`src/rtl/fetch_unit.sv`:
```
// RV32I instruction-fetch stage: PC ownership, single-outstanding imem handshake, IF/ID register.
// Optional FETCH_MISALIGN_CHECK_EN: traps misaligned redirect targets instead of fetching them.
module fetch_unit #(
  parameter logic [31:0] RESET_PC = 32'h0000_0000
) (
  input  logic        clk,
  input  logic        rst,
  input  logic        JumpFlag,
  input  logic [31:0] JumpAddr,
  input  logic        Stall,
  output logic        ImemReq,
  output logic [31:0] ImemAddr,
  input  logic        ImemReady,
  input  logic        ImemRspValid,
  input  logic [31:0] ImemRspData,
  output logic        IfIdValid,
  output logic [31:0] IfIdPC,
  output logic [31:0] IfIdInstr,
  output logic [31:0] IfIdPCPlus4
`ifdef FETCH_MISALIGN_CHECK_EN
  ,
  output logic        IfIdMisalign
`endif
);

  localparam logic [31:0] NOP = 32'h0000_0013;

  typedef enum logic [1:0] {
    REQ  = 2'd0,
    WAIT = 2'd1,
    HOLD = 2'd2
  } state_t;

  state_t      state_q, state_d;
  logic [31:0] pc_q, pc_d;
  logic        drop_q, drop_d;
  logic [31:0] skid_q, skid_d;
  logic        valid_q, valid_d;
  logic [31:0] if_pc_q, if_pc_d;
  logic [31:0] instr_q, instr_d;
  logic [31:0] plus4_q, plus4_d;
  logic        load;
  logic [31:0] load_instr;
  logic        accept;
  logic        park_q;

`ifdef FETCH_MISALIGN_CHECK_EN
  logic        park_d;
  logic        mis_q, mis_d;
  logic        target_misaligned;

  assign target_misaligned = (JumpAddr[1:0] != 2'b00);
  assign IfIdMisalign      = mis_q;
`else
  assign park_q = 1'b0;
`endif

  // A parked fetcher (after a misaligned redirect) keeps ImemReq low while sitting in REQ.
  assign ImemReq  = !rst && (state_q == REQ) && !park_q;
  assign ImemAddr = pc_q;
  assign accept   = ImemReq && ImemReady;

  assign IfIdValid   = valid_q;
  assign IfIdPC      = if_pc_q;
  assign IfIdInstr   = instr_q;
  assign IfIdPCPlus4 = plus4_q;

  always_comb begin
    state_d    = state_q;
    pc_d       = pc_q;
    drop_d     = drop_q;
    skid_d     = skid_q;
    valid_d    = valid_q;
    if_pc_d    = if_pc_q;
    instr_d    = instr_q;
    plus4_d    = plus4_q;
    load       = 1'b0;
    load_instr = NOP;
`ifdef FETCH_MISALIGN_CHECK_EN
    park_d     = park_q;
    mis_d      = mis_q;
`endif

    if (JumpFlag) begin
      // Redirect beats Stall and any response; an in-flight request is marked for discard.
      pc_d    = JumpAddr;
      valid_d = 1'b0;
      state_d = REQ;
      case (state_q)
        WAIT: begin
          if (!ImemRspValid) begin
            drop_d  = 1'b1;
            state_d = WAIT;
          end else begin
            drop_d = 1'b0;
          end
        end
        REQ: begin
          if (accept) begin
            drop_d  = 1'b1;
            state_d = WAIT;
          end
        end
        default: ;
      endcase
`ifdef FETCH_MISALIGN_CHECK_EN
      park_d = target_misaligned;
      mis_d  = target_misaligned;
      if (target_misaligned) begin
        valid_d = 1'b1;
        if_pc_d = JumpAddr;
        instr_d = NOP;
        plus4_d = JumpAddr + 32'd4;
      end
`endif
    end else begin
      case (state_q)
        REQ: begin
          if (accept) state_d = WAIT;
        end
        WAIT: begin
          if (ImemRspValid) begin
            if (drop_q) begin
              drop_d  = 1'b0;
              state_d = REQ;
            end else if (!Stall) begin
              load       = 1'b1;
              load_instr = ImemRspData;
            end else begin
              skid_d  = ImemRspData;
              state_d = HOLD;
            end
          end
        end
        HOLD: begin
          if (!Stall) begin
            load       = 1'b1;
            load_instr = skid_q;
          end
        end
        default: state_d = REQ;
      endcase

      // Stall freezes IF/ID; otherwise an unloaded cycle becomes a bubble.
      if (load) begin
        valid_d = 1'b1;
        if_pc_d = pc_q;
        instr_d = load_instr;
        plus4_d = pc_q + 32'd4;
        pc_d    = pc_q + 32'd4;
        state_d = REQ;
`ifdef FETCH_MISALIGN_CHECK_EN
        mis_d   = 1'b0;
`endif
      end else if (!Stall) begin
        valid_d = 1'b0;
`ifdef FETCH_MISALIGN_CHECK_EN
        mis_d   = 1'b0;
`endif
      end
    end
  end

  always_ff @(posedge clk) begin
    if (rst) begin
      state_q <= REQ;
      pc_q    <= RESET_PC;
      drop_q  <= 1'b0;
      skid_q  <= NOP;
      valid_q <= 1'b0;
      if_pc_q <= 32'h0;
      instr_q <= NOP;
      plus4_q <= 32'h0;
    end else begin
      state_q <= state_d;
      pc_q    <= pc_d;
      drop_q  <= drop_d;
      skid_q  <= skid_d;
      valid_q <= valid_d;
      if_pc_q <= if_pc_d;
      instr_q <= instr_d;
      plus4_q <= plus4_d;
    end
  end

`ifdef FETCH_MISALIGN_CHECK_EN
  always_ff @(posedge clk) begin
    if (rst) begin
      park_q <= 1'b0;
      mis_q  <= 1'b0;
    end else begin
      park_q <= park_d;
      mis_q  <= mis_d;
    end
  end
`endif

endmodule

```
`config.mk`:
```
export PLATFORM = sky130hd
export DESIGN_NAME = fetch_unit
export DESIGN_NICKNAME = d
export VERILOG_FILES = /design/src/rtl/fetch_unit.sv
export SDC_FILE = /design/constraint.sdc
export NUM_CORES = 1
export LEC_CHECK = 0
export CORE_MARGIN = 5
export CORE_UTILIZATION = 51
export DETAILED_ROUTE_END_ITERATION = 12
export PLACE_DENSITY = 0.89
export RECOVER_POWER = 25
export SLEW_MARGIN = 20
export SYNTH_ARGS = -nofsm -noshare
export SYNTH_HDL_FRONTEND = slang
export SYNTH_SLANG_ARGS = --single-unit
```
`constraint.sdc`:
```
create_clock -name clk -period 3.2 [get_ports clk]
set_input_delay 0.64 -clock clk [delete_from_list [all_inputs] [get_ports clk]]
set_output_delay 0.64 -clock clk [all_outputs]
set_load 0.005 [all_outputs]
```
==> flow_summary_export.csv, run 1 <==
group,metric,value,unit
routing,detail_route.wl_per_cell,17.2,µm
die,die_h,127,µm
sta,fin_skew,11.6,ps
flow_run,drv_cap,0,
clock_network,post_cts_buffers,0,
min_path,min_from,"IfIdPC[6]",
clock_network,clockBufferDepth,2,
sta,rsz0062_at_grt,"false",
place,dp.cells,1171,
die,placementRows,42,
sta,setup_viol,0,
die,core_area,13300,µm²
power,leakage,3.47,nW
clock_network,holdBufCountCts,0,
clock_network,cts_buffers,17,
critical_path,cp.arrival,1970,ps
final_layout,area_delta_synth_final,39.0,%
logic_synthesis,synth_commonest_cells,"165 x nand2_1, 162 x dfxtp_1, 85 x nor2_1",
routing,vias,6871,
die,io_pins,200,
place,hpwl,14.2,mm
sta,fmax,0.384,GHz
final_layout,insertedDiodeCount,0,
logic_synthesis,muxShareOfSynthArea,0.00433,
critical_path,worstPathRequired,2560,ps
logic_synthesis,yosysUniqueCellTypes,51,
critical_path,crit_path_start,"rst",
final_layout,ff_latch_area,3240,µm²
clock_network,post_cts_resized,0,
logic_synthesis,syn_inst,850,
routing,drcViolationCount,0,
final_layout,fillers,990,
sta,final_hold_viol_count,0,
place,port_buffers,199,
routing,drt-total-wl,20.7,mm
clock_network,root_buffer,"clkbuf_16",
final_layout,multi_input_area,3380,µm²
critical_path,start_kind,"primary input",
critical_path,critPathMaxFanout,42,
sta,final_max_slew_viol_count,0,
logic_synthesis,synth_top_family_by_area,"simple AND/OR/NAND/NOR gates",
logic_synthesis,synthArstFlopShare,0,
grt,grt_pass1_wl,33.3,mm
critical_path,r2r-start,"ImemAddr[2]",
sta,period_needed,2610,ps
logic_synthesis,synth_edf_count,0,
clock_network,clock-sinks,162,
routing,ant_nets,0,
logic_synthesis,synth-compound-area-share,0.178,
logic_synthesis,synth.net_count,925,
grt,track_usage,0.256,
final_layout,final_util,0.725,
grt,grt_max_degree,65,
logic_synthesis,yosys.area.top_type_share,0.468,
logic_synthesis,synthXorXnorAreaFrac,0.0556,
grt,grt_pass1_vias,6682,
final_layout,layout-drive-gt1-share,0.0624,
critical_path,crit_path_end_kind,"output port",
clock_network,cts.reportedPaths.clkPinSlew,60,ps
sta,fin_tns_setup,0,ps
place,place.gp.congestion,0.862,
routing,drt_iter0_markers,577,
logic_synthesis,ys_top_cells_by_area,"dfxtp_1 47%, nand2_1 8.9%, a21oi_1 5.4%",
logic_synthesis,synth_seq_cells,162,
logic_synthesis,yosysWarningCount,0,
logic_synthesis,synth.most_common_cell,"nand2_1",
logic_synthesis,syn_area,6940,µm²
final_layout,nets,1089,
grt,antenna_found_initial,0,
logic_synthesis,ys_seq_area_frac,0.468,
logic_synthesis,synthAdderAreaFrac,0.00902,
power,ir_drop,393,µV
power,finalPower,4.66,mW
die,die_w,127,µm
sta,slew_headroom,0.100,
clock_network,clkLatencyLatePin,440,ps
final_layout,final_cells,1201,
logic_synthesis,synth_top_area_cell,"dfxtp_1",
sta,hold_ws,451,ps
clock_network,tritoncts,"done",
min_path,hold_class,"register to register",
die,dieArea,16000,µm²
grt,grt_overflow,0,
routing,first_pass_iters,5,
die,start_util,0.522,
status,status,"completed",
logic_synthesis,yosys.area_share.simple,0.237,
sta,fin_crit_sh,0.814,
sta,worst_slew_pin_slew,1350,ps
critical_path,crit_type,"primary input to output port",
power,powerDensity,483,nW/µm²
routing,avgViaCountPerCell,5.72,
logic_synthesis,synth_flop_cell,"dfxtp_1",
clock_network,htree_levels,4,
logic_synthesis,avgSynthCellArea,8.16,µm²
worst max-delay path, stage by stage:
cell and delay [ps]:
clkbuf_2 490, nor2b_1 270, clkdlybuf4s50_1 550
final cells by class:
cell class | count | share of cell area
Inverter | 9 | 0.00350
Clock inverter | 4 | 0.00986
Timing Repair Buffer | 219 | 0.223
Clock buffer | 26 | 0.0539
Tap cell | 176 | 0.0228
Sequential cell | 162 | 0.336
Multi-Input combinational cell | 605 | 0.351
layout by cell type, fill, tap and decap left out, types with 4 or more instances in the layout:
cell	n
xor2_1	17
buf_4	18
nor4_1	4
nand3b_1	4
and4_1	5
a221oi_1	30
a31oi_1	4
a21oi_1	75
a211oi_1	34
dlygate4sd3_1	70
xnor2_1	27
nand2_1	165
clkbuf_16	17
nor2_1	85
a311oi_1	7
nand4_1	7
o21ai_0	20
clkdlybuf4s50_1	128
and3_1	5
or3_1	6
clkbuf_8	6
ha_1	4
nand2b_1	4
nand3_1	16
nor3_1	44
inv_1	9
dfxtp_1	162
where the power goes:
| part | total [mW] | internal (mW) | switching, mW |
|---|---|---|---|
| Sequential | 2.13 | 2.07 | 0.0688 |
| Clock | 2.11 | 1.34 | 0.763 |
| Combinational | 0.416 | 0.218 | 0.197 |
sequential cells by signal (all words and copies together) (netlist names):
signal and count:
skid_q 32, IfIdPC 32, state_q 2, drop_q 1, IfIdValid 1, IfIdPCPlus4 30
IfIdInstr 32, ImemAddr 32
cells by family after synthesis:
logic type,count (synthesis)
simple gates,363
compound gates,190
fa+ha+maj,5
flops,162
xor+xnor,44
mux,3
buf+inv,83
path summary, 6_finish.rpt:
path / slack, ps / cells after the start / endpoint
worst max-delay path: 590 / 3 / ImemReq
worst min-delay path: 450 / 2 / IfIdPC[6]
worst max register to register: 710 / 6 / ImemAddr[26]
worst min register to register: 450 / 2 / IfIdPC[6]
metrics by stage:
stage | setup WS, ps | cell area, µm²
after floorplan | 1150 | 6940
after global placement | 365 | 9030
after detailed placement | 238 | 9030
after CTS | 674 | 9650
after global routing | 439 | 9640
final | 595 | 9640
metal layers:
metal  global-route usage  wire length (µm)  up-vias  share of wire
li1                     -                 -     3284              -
met1                0.318              8460     3244           0.41
met2                0.418             10000      295           0.48
met3               0.0698              1580       48          0.076
met4                0.109               652        0          0.032
met5                    0                 0        -              0
Power figures use the tool's default switching activity.
==> inputs of run 2 (changes only) <==
Settings changed: CORE_UTILIZATION 51 to 48, PLACE_DENSITY 0.89 to 0.85.
Clock period 3.2 ns to 2.6 ns, I/O delays scaled along.
==> run 2 against run 1 <==
Sequential share of layout area is 0.68 points lower. Via count is 1.3% lower. Die area is 5.8% higher. Critical path depth is 1 higher. First-iteration DRC count is 11% higher. Global-route usage is 1.2 points lower. Power is 30% higher. Count of clock-buffer cells in the layout is 6 lower. Hold slack worse by 1.7 ps. Sequential power is 23% higher. Cell count is 1.2% higher. Clock skew is 6.1 ps lower.
==> flow_summary_export.csv, run 2 (synthesis results as in run 1) <==
group,metric,value,unit
status,status,"completed",
sta,setup_slack,260,ps
sta,final_max_slew_viol_count,0,
final_layout,final_common_cell,"nand2_1",
clock_network,clkLatencyLatePin,420,ps
final_layout,layout-drive-gt1-share,0.0688,
critical_path,crit_path_end_kind,"output port",
sta,period_needed,2340,ps
critical_path,crit_path_start,"state_q[1]",
final_layout,final_cells,1216,
min_path,hold_class,"register to register",
clock_network,tritoncts,"done",
place,place.gp.congestion,0.850,
routing,avgViaCountPerCell,5.58,
critical_path,worstPathRequired,2080,ps
power,ir_drop,392,µV
sta,fin_tns_setup,0,ps
critical_path,r2r_slack,400,ps
final_layout,finalInstanceArea,9840,µm²
grt,grt_overflow,0,
die,dieArea,17000,µm²
power,powerDensity,615,nW/µm²
critical_path,worstRegToRegCells,7,
die,core_area,14400,µm²
critical_path,r2r-start,"ImemAddr[2]",
routing,ant_nets,0,
final_layout,insertedDiodeCount,0,
clock_network,post_cts_buffers,0,
clock_network,post_cts_resized,0,
sta,setup_viol,0,
place,dp.cells,1185,
die,io_pins,200,
die,placementRows,44,
routing,drt_iter0_markers,638,
clock_network,htree_levels,4,
critical_path,cp-endpoint,"ImemReq",
critical_path,start_kind,"register",
critical_path,cp.arrival,1820,ps
sta,rsz0062_at_grt,"false",
place,hpwl,14.1,mm
die,die_h,130,µm
sta,final_hold_viol_count,0,
clock_network,root_buffer,"clkbuf_16",
routing,drcViolationCount,0,
final_layout,final_util,0.685,
critical_path,crit_type,"register to output port",
place,port_buffers,199,
power,finalPower,6.05,mW
routing,detail_route.wl_per_cell,17.2,µm
routing,vias,6782,
critical_path,critPathMaxFanout,5,
final_layout,fillers,1123,
final_layout,nets,1095,
sta,worst_slew_pin_slew,574,ps
place,placed_cell_area,9160,µm²
clock_network,holdBufCountCts,0,
power,leakage,3.56,nW
sta,slew_headroom,0.618,
die,start_util,0.483,
sta,fin_crit_sh,0.900,
die,die_w,130,µm
final_layout,area_delta_synth_final,41.8,%
clock_network,cts.reportedPaths.clkPinSlew,60,ps
place,pre_cts_slack,157,ps
flow_run,drv_cap,0,
grt,grt_max_degree,112,
clock_network,clock-sinks,162,
sta,hold_ws,449,ps
grt,grt_pass1_vias,6516,
clock_network,cts_buffers,17,
clock_network,clockBufferDepth,2,
grt,grt_pass1_wl,33.1,mm
final_layout,mostFrequentLayoutCells,"165 x nand2_1, 162 x dfxtp_1, 128 x clkdlybuf4s50_1",
sta,fin_skew,5.42,ps
sta,fmax,0.427,GHz
grt,antenna_found_initial,0,
routing,drt-total-wl,20.9,mm
critical_path,r2r-end,"ImemAddr[30]",
routing,first_pass_iters,6,
grt,track_usage,0.244,
min_path,min_from,"IfIdPCPlus4[19]",
-- run 2: changes by cell type in the layout (fill, tap and decap cells not counted), moves of 2 or more --
cell / before / now
buf_12: 1 / 7
clkbuf_8: 6 / 1
bufinv_16: 3 / 7
buf_4: 18 / 20
clkbuf_2: 2 / 0
clkinv_2: 1 / 3
-- run 2: how the worst min path moves through the flow --
stage / end / slack (ps) / cells after the start
floorplan: skid_q[0] / 430 / 2
global placement: skid_q[5] / 440 / 2
detailed placement: IfIdPCPlus4[19] / 440 / 2
CTS: IfIdPCPlus4[19] / 450 / 2
global route: IfIdPC[28] / 470 / 2
finish: IfIdPCPlus4[19] / 450 / 2
-- run 2: final cells by class --
type / count / area (µm²) / share of cell area
clock inverters: 11 / 233 / 0.0237
well taps: 184 / 230 / 0.0234
clock buffers: 20 / 447 / 0.0454
flip-flops and latches: 162 / 3240 / 0.330
multi-input cells: 605 / 3380 / 0.344
inverters: 9 / 33.8 / 0.00343
repair buffers: 225 / 2270 / 0.231
-- run 2: critical path: stages, from the launching register on --
cell and delay (ps):
dfxtp_1 310, inv_1 110, ha_1 270, nor2b_1 150, clkdlybuf4s50_1 550
-- run 2: layer usage --
layer,track usage,vias to the layer above,wire length (µm)
li1,-,3298,-
met1,0.316,3170,8890
met2,0.390,267,9720
met3,0.0585,47,1600
met4,0.102,0,684
met5,0,-,0
-- run 2: where the power goes --
group          switching [mW]  internal (mW)  leakage (nW)
Sequential             0.0790           2.54          1.31
Clock                   0.984           1.91         0.330
Combinational           0.252          0.282          1.92
